--- src/rtl/dbus_pkg.sv ---
// Shared types and constants for the data-bus arbiter.
package dbus_pkg;

  typedef enum logic [1:0] {
    IDLE = 2'd0,
    BUSY = 2'd1,
    RESP = 2'd2
  } state_e;

  localparam logic        OWNER_CPU = 1'b0;
  localparam logic        OWNER_DMA = 1'b1;
  localparam logic [31:0] ERR_RDATA = 32'h0000_0000;

  // Counter must hold values up to TIMEOUT; keep at least one bit when disabled.
  function automatic int cnt_w(input int timeout);
    return (timeout < 1) ? 1 : $clog2(timeout + 1);
  endfunction

endpackage

--- src/rtl/dbus_rr_pick.sv ---
// Two-way grant picker: a lone requester wins; ties go by round-robin or CPU priority.
module dbus_rr_pick
  import dbus_pkg::*;
(
  input  logic cpu_req_i,
  input  logic dma_req_i,
  input  logic last_grant_i,
  input  logic rr_i,
  output logic grant_o
);

  always_comb begin
    grant_o = OWNER_CPU;
    if (cpu_req_i && dma_req_i) grant_o = rr_i ? ~last_grant_i : OWNER_CPU;
    else if (dma_req_i)         grant_o = OWNER_DMA;
  end

endmodule

--- src/rtl/dbus_arbiter.sv ---
// CPU/DMA arbiter for the single data-memory port: serialises transactions,
// stalls the pipeline on CPU accesses and aborts hung bus cycles.
module dbus_arbiter
  import dbus_pkg::*;
#(
  parameter int RR      = 1,
  parameter int TIMEOUT = 16
) (
  input  logic        clk_i,
  input  logic        rst_ni,
  input  logic        cpu_req_i,
  input  logic        cpu_we_i,
  input  logic [31:0] cpu_addr_i,
  input  logic [31:0] cpu_wdata_i,
  input  logic [3:0]  cpu_byteen_i,
  output logic [31:0] cpu_rdata_o,
  output logic        cpu_ack_o,
  output logic        cpu_stall_o,
  input  logic        dma_req_i,
  input  logic        dma_we_i,
  input  logic [31:0] dma_addr_i,
  input  logic [31:0] dma_wdata_i,
  input  logic [3:0]  dma_byteen_i,
  output logic [31:0] dma_rdata_o,
  output logic        dma_ack_o,
  output logic        mem_req_o,
  output logic        mem_we_o,
  output logic [31:0] mem_addr_o,
  output logic [31:0] mem_wdata_o,
  output logic [3:0]  mem_byteen_o,
  input  logic [31:0] mem_rdata_i,
  input  logic        mem_ack_i,
  output logic        err_o,
  output logic        owner_o
);

  localparam int              CW      = cnt_w(TIMEOUT);
  localparam logic [CW-1:0]   TO_LAST = CW'((TIMEOUT > 0) ? TIMEOUT - 1 : 0);

  state_e        state_q, state_d;
  logic          owner_q, owner_d, last_q, last_d;
  logic          we_q, we_d, err_q, err_d;
  logic [31:0]   addr_q, addr_d, wdata_q, wdata_d, rdata_q, rdata_d;
  logic [3:0]    be_q, be_d;
  logic [CW-1:0] cnt_q, cnt_d;
  logic          grant, resp;

  dbus_rr_pick u_pick (
    .cpu_req_i    (cpu_req_i),
    .dma_req_i    (dma_req_i),
    .last_grant_i (last_q),
    .rr_i         (1'(RR != 0)),
    .grant_o      (grant)
  );

  always_comb begin
    state_d = state_q;
    owner_d = owner_q;
    last_d  = last_q;
    we_d    = we_q;
    addr_d  = addr_q;
    wdata_d = wdata_q;
    be_d    = be_q;
    rdata_d = rdata_q;
    err_d   = err_q;
    cnt_d   = cnt_q;
    unique case (state_q)
      IDLE: if (cpu_req_i || dma_req_i) begin
        state_d = BUSY;
        owner_d = grant;
        last_d  = grant;
        cnt_d   = '0;
        err_d   = 1'b0;
        if (grant == OWNER_DMA) begin
          we_d = dma_we_i; addr_d = dma_addr_i; wdata_d = dma_wdata_i; be_d = dma_byteen_i;
        end else begin
          we_d = cpu_we_i; addr_d = cpu_addr_i; wdata_d = cpu_wdata_i; be_d = cpu_byteen_i;
        end
      end
      // An ack in the same cycle the counter expires still counts as success.
      BUSY: if (mem_ack_i) begin
        rdata_d = we_q ? 32'h0 : mem_rdata_i;
        err_d   = 1'b0;
        state_d = RESP;
      end else if (TIMEOUT != 0 && cnt_q == TO_LAST) begin
        rdata_d = ERR_RDATA;
        err_d   = 1'b1;
        state_d = RESP;
      end else begin
        cnt_d = cnt_q + 1'b1;
      end
      RESP:    state_d = IDLE;
      default: state_d = IDLE;
    endcase
  end

  always_ff @(posedge clk_i or negedge rst_ni) begin
    if (!rst_ni) begin
      state_q <= IDLE;
      owner_q <= OWNER_CPU;
      last_q  <= OWNER_DMA;
      we_q    <= 1'b0;
      addr_q  <= '0;
      wdata_q <= '0;
      be_q    <= '0;
      rdata_q <= '0;
      err_q   <= 1'b0;
      cnt_q   <= '0;
    end else begin
      state_q <= state_d;
      owner_q <= owner_d;
      last_q  <= last_d;
      we_q    <= we_d;
      addr_q  <= addr_d;
      wdata_q <= wdata_d;
      be_q    <= be_d;
      rdata_q <= rdata_d;
      err_q   <= err_d;
      cnt_q   <= cnt_d;
    end
  end

  assign resp         = (state_q == RESP);
  assign cpu_ack_o    = resp && (owner_q == OWNER_CPU);
  assign dma_ack_o    = resp && (owner_q == OWNER_DMA);
  assign cpu_rdata_o  = cpu_ack_o ? rdata_q : '0;
  assign dma_rdata_o  = dma_ack_o ? rdata_q : '0;
  assign err_o        = resp && err_q;
  assign cpu_stall_o  = cpu_req_i && !cpu_ack_o;
  assign mem_req_o    = (state_q == BUSY);
  assign mem_we_o     = we_q;
  assign mem_addr_o   = addr_q;
  assign mem_wdata_o  = wdata_q;
  assign mem_byteen_o = be_q;
  assign owner_o      = owner_q;

endmodule

--- config.mk ---
export PLATFORM = sky130hd
export DESIGN_NAME = dbus_arbiter
export DESIGN_NICKNAME = d
export VERILOG_FILES = /design/src/rtl/dbus_pkg.sv /design/src/rtl/dbus_rr_pick.sv /design/src/rtl/dbus_arbiter.sv
export SDC_FILE = /design/constraint.sdc
export NUM_CORES = 1
export LEC_CHECK = 0
export ABC_AREA = 1
export CAP_MARGIN = 20
export CORE_MARGIN = 2
export CORE_UTILIZATION = 39
export CTS_CLUSTER_DIAMETER = 120
export DETAILED_ROUTE_END_ITERATION = 10
export PLACE_DENSITY_LB_ADDON = 0.25
export RECOVER_POWER = 100
export SYNTH_ARGS = -nofsm -noshare
export SYNTH_HDL_FRONTEND = slang
export SYNTH_HIERARCHICAL = 1
export SYNTH_SLANG_ARGS = --single-unit
--- constraint.sdc ---
create_clock -name clk_i -period 2.05 [get_ports clk_i]
set_clock_uncertainty 0.05 [all_clocks]
set_input_delay 0.41 -clock clk_i [delete_from_list [all_inputs] [get_ports clk_i]]
set_output_delay 0.41 -clock clk_i [all_outputs]
set_load 0.05 [all_outputs]
# Word-level counts from Yosys, hierarchy flattened
# Cells that the tools add are included.
op_classes:
  addsub: 1
  eq_ne: 7
  muxes: 23
  bitwise: 2
  n_reduce_logical: 15
ops:
  columns: ["cell", "count"]
  rows:
  - ["2-to-1 mux 32 bit", 7]
  - ["2-to-1 mux 5 bit", 3]
  - ["case mux 5 bit (2 select lines)", 1]
  - ["2-to-1 mux 1 bit", 6]
  - ["2-to-1 mux 2 bit", 3]
  - ["!= test 2 bit, second input constant", 3]
  - ["AND reduction 2 bit", 3]
  - ["adder 5 x 1 -> 5 bit, second input constant", 1]
  - ["== test 5 x 4 -> 1 bit, second input constant", 1]
  - ["logical AND 1 bit", 5]
  - ["2-to-1 mux 4 bit", 1]
  - ["case mux 2 bit (2 select lines)", 1]
  - ["AND reduction 4 bit", 1]
  - ["nonzero test 2 bit", 2]
  - ["!= test 3 x 1 -> 1 bit, second input constant", 1]
  - ["AND reduction 3 bit", 1]
  - ["== test 2 x 1 -> 1 bit, second input constant", 1]
  - ["== test 2 bit, second input constant", 1]
  - ["logical NOT 2 bit", 1]
  - ["NOT 1 bit", 2]
  - ["case mux 1 bit (2 select lines)", 1]
  - ["logical NOT 1 bit", 1]
  - ["logical OR 1 bit", 1]
totals:
  regBits: 111
  input_bits: 175
  out_inout_bits: 139
  word_cells: 58

# Longest topological paths before layout
logic_depth:
  ltp_word: 4
  mapped_depth: 11
  mapped_depth_nobuf: 9

# Modules after synthesis
# Netlist, hierarchy kept.
by_module_without_submodules:
  columns: ["mod", "instances", "cells_each", "area_each_um2", "seq_area_each_um2"]
  rows:
  - ["dbus_arbiter", 1, 797, 5525.3, 2778.9]
  - ["dbus_rr_pick", 1, 7, 33.8, 0.0]

# Worst setup path before layout
# OpenSTA, ideal clock, no wires.
synth_timing:
  kind: "register to output"
  start: "reg owner_q (netlist: owner_o)"
  end: "out cpu_rdata_o[22]"
  t_arrival_ps: 1791
  required_time_ps: 1590
  path_slack_ps: -201
  path_stages_with_launch: 4
  n_path_buf: 1
  cell_sequence: "dfrtp_1 -> nand3b_1 -> clkbuf_1 -> nor2_1"
synth_via:
  elab_chain_cells: 3
synth_rtl:
  columns: ["element", "line", "rtl"]
  rows:
  - ["from (decl)", "dbus_arbiter.sv:41", "logic owner_q, owner_d, last_q, last_d;"]
  - ["from (signal assigned)", "dbus_arbiter.sv:111", "owner_q <= owner_d;"]
  - ["NOT 1 bit", "dbus_arbiter.sv:124", "assign cpu_ack_o = resp && (owner_q == OWNER_CPU);"]
  - ["logical AND 1 bit", "dbus_arbiter.sv:124", null]
  - ["2-to-1 mux 32 bit", "dbus_arbiter.sv:126", "assign cpu_rdata_o = cpu_ack_o ? rdata_q : '0;"]
  - ["to (decl)", "dbus_arbiter.sv:16", "output logic [31:0] cpu_rdata_o,"]
# Every way passes these cells.

# Worst setup path after layout
layout_timing:
  start: "reg state_q[1]"
  end: "out dma_ack_o"
layout_via:
  elab_chain_cells: 2
layout_rtl:
  columns: ["element", "line", "rtl"]
  rows:
  - ["from (decl)", "dbus_arbiter.sv:40", "state_e state_q, state_d;"]
  - ["from (signal assigned)", "dbus_arbiter.sv:110", "state_q <= state_d;"]
  - ["== test 2 bit", "dbus_arbiter.sv:123", "assign resp = (state_q == RESP);"]
  - ["logical AND 1 bit", "dbus_arbiter.sv:125", "assign dma_ack_o = resp && (owner_q == OWNER_DMA);"]
  - ["to (decl)", "dbus_arbiter.sv:25", "output logic dma_ack_o,"]
# Every way passes these cells.

==> reports/summary.txt <==
status = complete, but fails checks
violated checks = setup timing
max-slew violation count = 0
first-pass GRT wire length = 29.79 mm
synth cell count leaders = nand2_1, dfrtp_1, nor2_1
YS warnings = 6
Final Power = 0.01314 W
Min Clock Period, post-route = 2.057 ns
number of flops mapped to enable cells by yosys = 0
sequential-to-total area share from yosys stat = 49.99%
vias = 6073
Max FO, Critical Path = 33
CTS Buf Count = 9
core footprint = 13880 um2
final worst path period share = 100.3%
number of port buffers = 313
Area contributors post-synth = dfrtp_1, nand2_1, nor2_1
CP max-delay cell = dfrtp_2
cells on worst reg2reg path = 10
Lkg Pwr = 4.814 nW
hold_sp = mem_addr_o[24]
Syn Std Cell Area = 5559 um2
Seq cells post-synth = 111
Post-Syn Area per Cell = 6.914 um2
GRT overflow = 0
Cell Pwr Density = 1329 nW/um2
worst r2r src = cnt_q[0]
largest net degree at the start of global routing = 70
startpoint types = flip-flop
final instance area = 9886 um2
area delta synth->final = 77.83%
Longest Clk Path Bufs = 2
CTS tree = done
Clk Latency, worst-skew pair = 0.35 ns
RSZ-0062 raised after global routing = true
Worst Tran Pin Value = 0.7590 ns
Initial Utilization = 40.05%
relative slew slack = 49.40%
Synthesized Nets = 981
dpl cell area = 9607 um2
die area = 15230 um2
DR vias/cell = 4.719
worst path cell trace = nand3_1 > buf_6 > inv_1 > buf_12
FP Rows = 43
crit end category = primary output
GRT Util Overall = 25.27%
fillcell total = 1123
Final Net Count = 1280
Final Worst Setup Slack = -0.006636 ns
io pins = 314
Combinational Power Share = 57.3%
worst hold path endpoint = mem_addr_o[24]
worst reg-to-reg setup slack = 0.21 ns
DP Worst Slack = 0.08599 ns
Worst Path Arrival = 1.60 ns
Synth Flop Type = dfrtp_1
initial antenna violation count = 0
Routability Congestion = 0.8615
Hold Path Cell Cnt = 2
FFs w/ async S/R, synth = 100.0%
ant diodes = 0
sequential share of power = 28.3%
ratio of cells with drive above 1 in the final layout = 13.28%
vias in the first global route = 5947
Max-cap violations = 0
Worst Hold Class = reg2reg
most frequent cell after synthesis = nand2_1
R2R Path End = rdata_q[0]
wire per inst = 14.79 um
drt first pass iters = 5
Max VDD drop = 0.7346 mV
Final Hold Fails = 0
cell internal pwr = 0.006672 W
DRT iter0 DRCs = 356
Finish-stage setup viols = 1
share of the synthesized area in the top cell type = 49.52%
required time of the critical path = 1.59 ns
Die H = 123.4 um
clock sinks = 111
Clock transition at path regs = 0.07 ns
Post-CTS Setup Inserts = 0
Net Sw Power = 0.006470 W
Syn Inst Count = 804
Synth area leader = dfrtp_1
Detail Placement HPWL = 14.36 mm
Die X-Extent = 123.4 um
switching share of power = 49.23%
WS Path Type = reg2out
DRT antenna net count = 0
root buffer cell = clkbuf_16
Unique masters post-synth = 20
CP max stage delay = 0.46 ns
DRC Markers = 0
drt total wl = 19.04 mm
Clock power frac = 14.3%
H-tree depth = 3
f_max = 0.4862 GHz
registers in the layout, indices dropped and copies added, names as in the netlist:
register      cells
mem_addr_o       32
rdata_q          32
err_q             1
owner_o           1
mem_byteen_o      4
cnt_q             5
mem_we_o          1
state_q           2
mem_wdata_o      32
last_q            1
worst max-delay path, delay by kind of cell (launching register included):
family	cells	cell delay, ns
simple gates	1	0.11
buf+inv	3	0.66
flops	1	0.46
logic make-up (layout without fill, tap and decap cells):
logic type | Yosys count | after routing | share of synthesized area [%]
AND/OR/NAND/NOR | 559 | 559 | 39.16
flip-flops | 111 | 111 | 49.99
buffers and inverters | 97 | 400 | 7.270
AO/OA/AOI/OAI | 34 | 34 | 3.061
adder cells (fa/ha/maj) | 2 | 2 | 0.4501
other | 1 | 1 | 0.06746
per-stage QoR:
step	cells	hold slack (ns)	TNS, ns	utilization [%]
after floorplan	804	0.06441	-10.82	-
after global placement	1271	0.3239	0	69.21
after detailed placement	1271	0.3233	0	69.21
after CTS	1287	0.4334	0	71.69
after global routing	1287	0.4498	-2.250	71.22
final	1287	0.4289	-0.006636	71.22
per-layer routing:
metal | track usage [%] | up-vias | share of wire, %
met2 | 43.17 | 251 | 49
met3 | 8.072 | 36 | 9.0
met1 | 29.91 | 2780 | 39
met4 | 8.807 | 0 | 2.9
li1 | - | 3006 | -
met5 | 0 | - | 0
power by group through the flow:
stage | sequential, W | combinational (W) | clock, W
floorplan | 0.00592 | 0.00246 | 0
global route | 0.00384 | 0.00807 | 0.00200
CTS | 0.00373 | 0.00774 | 0.00192
detailed placement | 0.00374 | 0.00770 | 0
global placement | 0.00372 | 0.00759 | 0
finish | 0.00373 | 0.00753 | 0.00188
worst max-delay path by stage:
stage                     slack [ns]  cells past startpoint               to        from
after floorplan                -0.20                      3  cpu_rdata_o[22]     owner_o
after global placement          0.12                     10  mem_wdata_o[16]   cpu_req_i
after detailed placement        0.09                     10  mem_wdata_o[16]   cpu_req_i
after CTS                       0.01                      5   cpu_rdata_o[3]  state_q[0]
after global routing           -0.08                      4        dma_ack_o  state_q[1]
final                         -0.007                      4        dma_ack_o  state_q[1]
cell type report:
type	count	area, um2	share of cell area [%]
timing repair buffer	333	3900	39.45
sequential	111	2780	28.12
multi-input combinational	596	2471	25.00
clock buffer	12	246.5	2.493
tap	180	225.2	2.278
inverter	52	195.2	1.974
clock inverter	3	67.56	0.6835
repair_timing:
item	in CTS	in global routing
hold buffers	1	0
resized for setup	7	36
setup endpoints to repair	53	63
hold endpoints to repair	27	0
cells in the final DEF, fill, tap and decap left out, drive strengths merged:
master and instances:
ha 2, conb 1, clkdlybuf4s50 222, dfrtp 110, clkbuf 39, dfstp 1
nand3 42, nand3b 1, buf 83, nand4 1, dlygate4sd3 1, inv 52
bufinv 2, nand2 442, clkinvlp 1, nor2 72, o21ai 34, and3 1
Note: power is estimated with default switching activity, not from simulation.
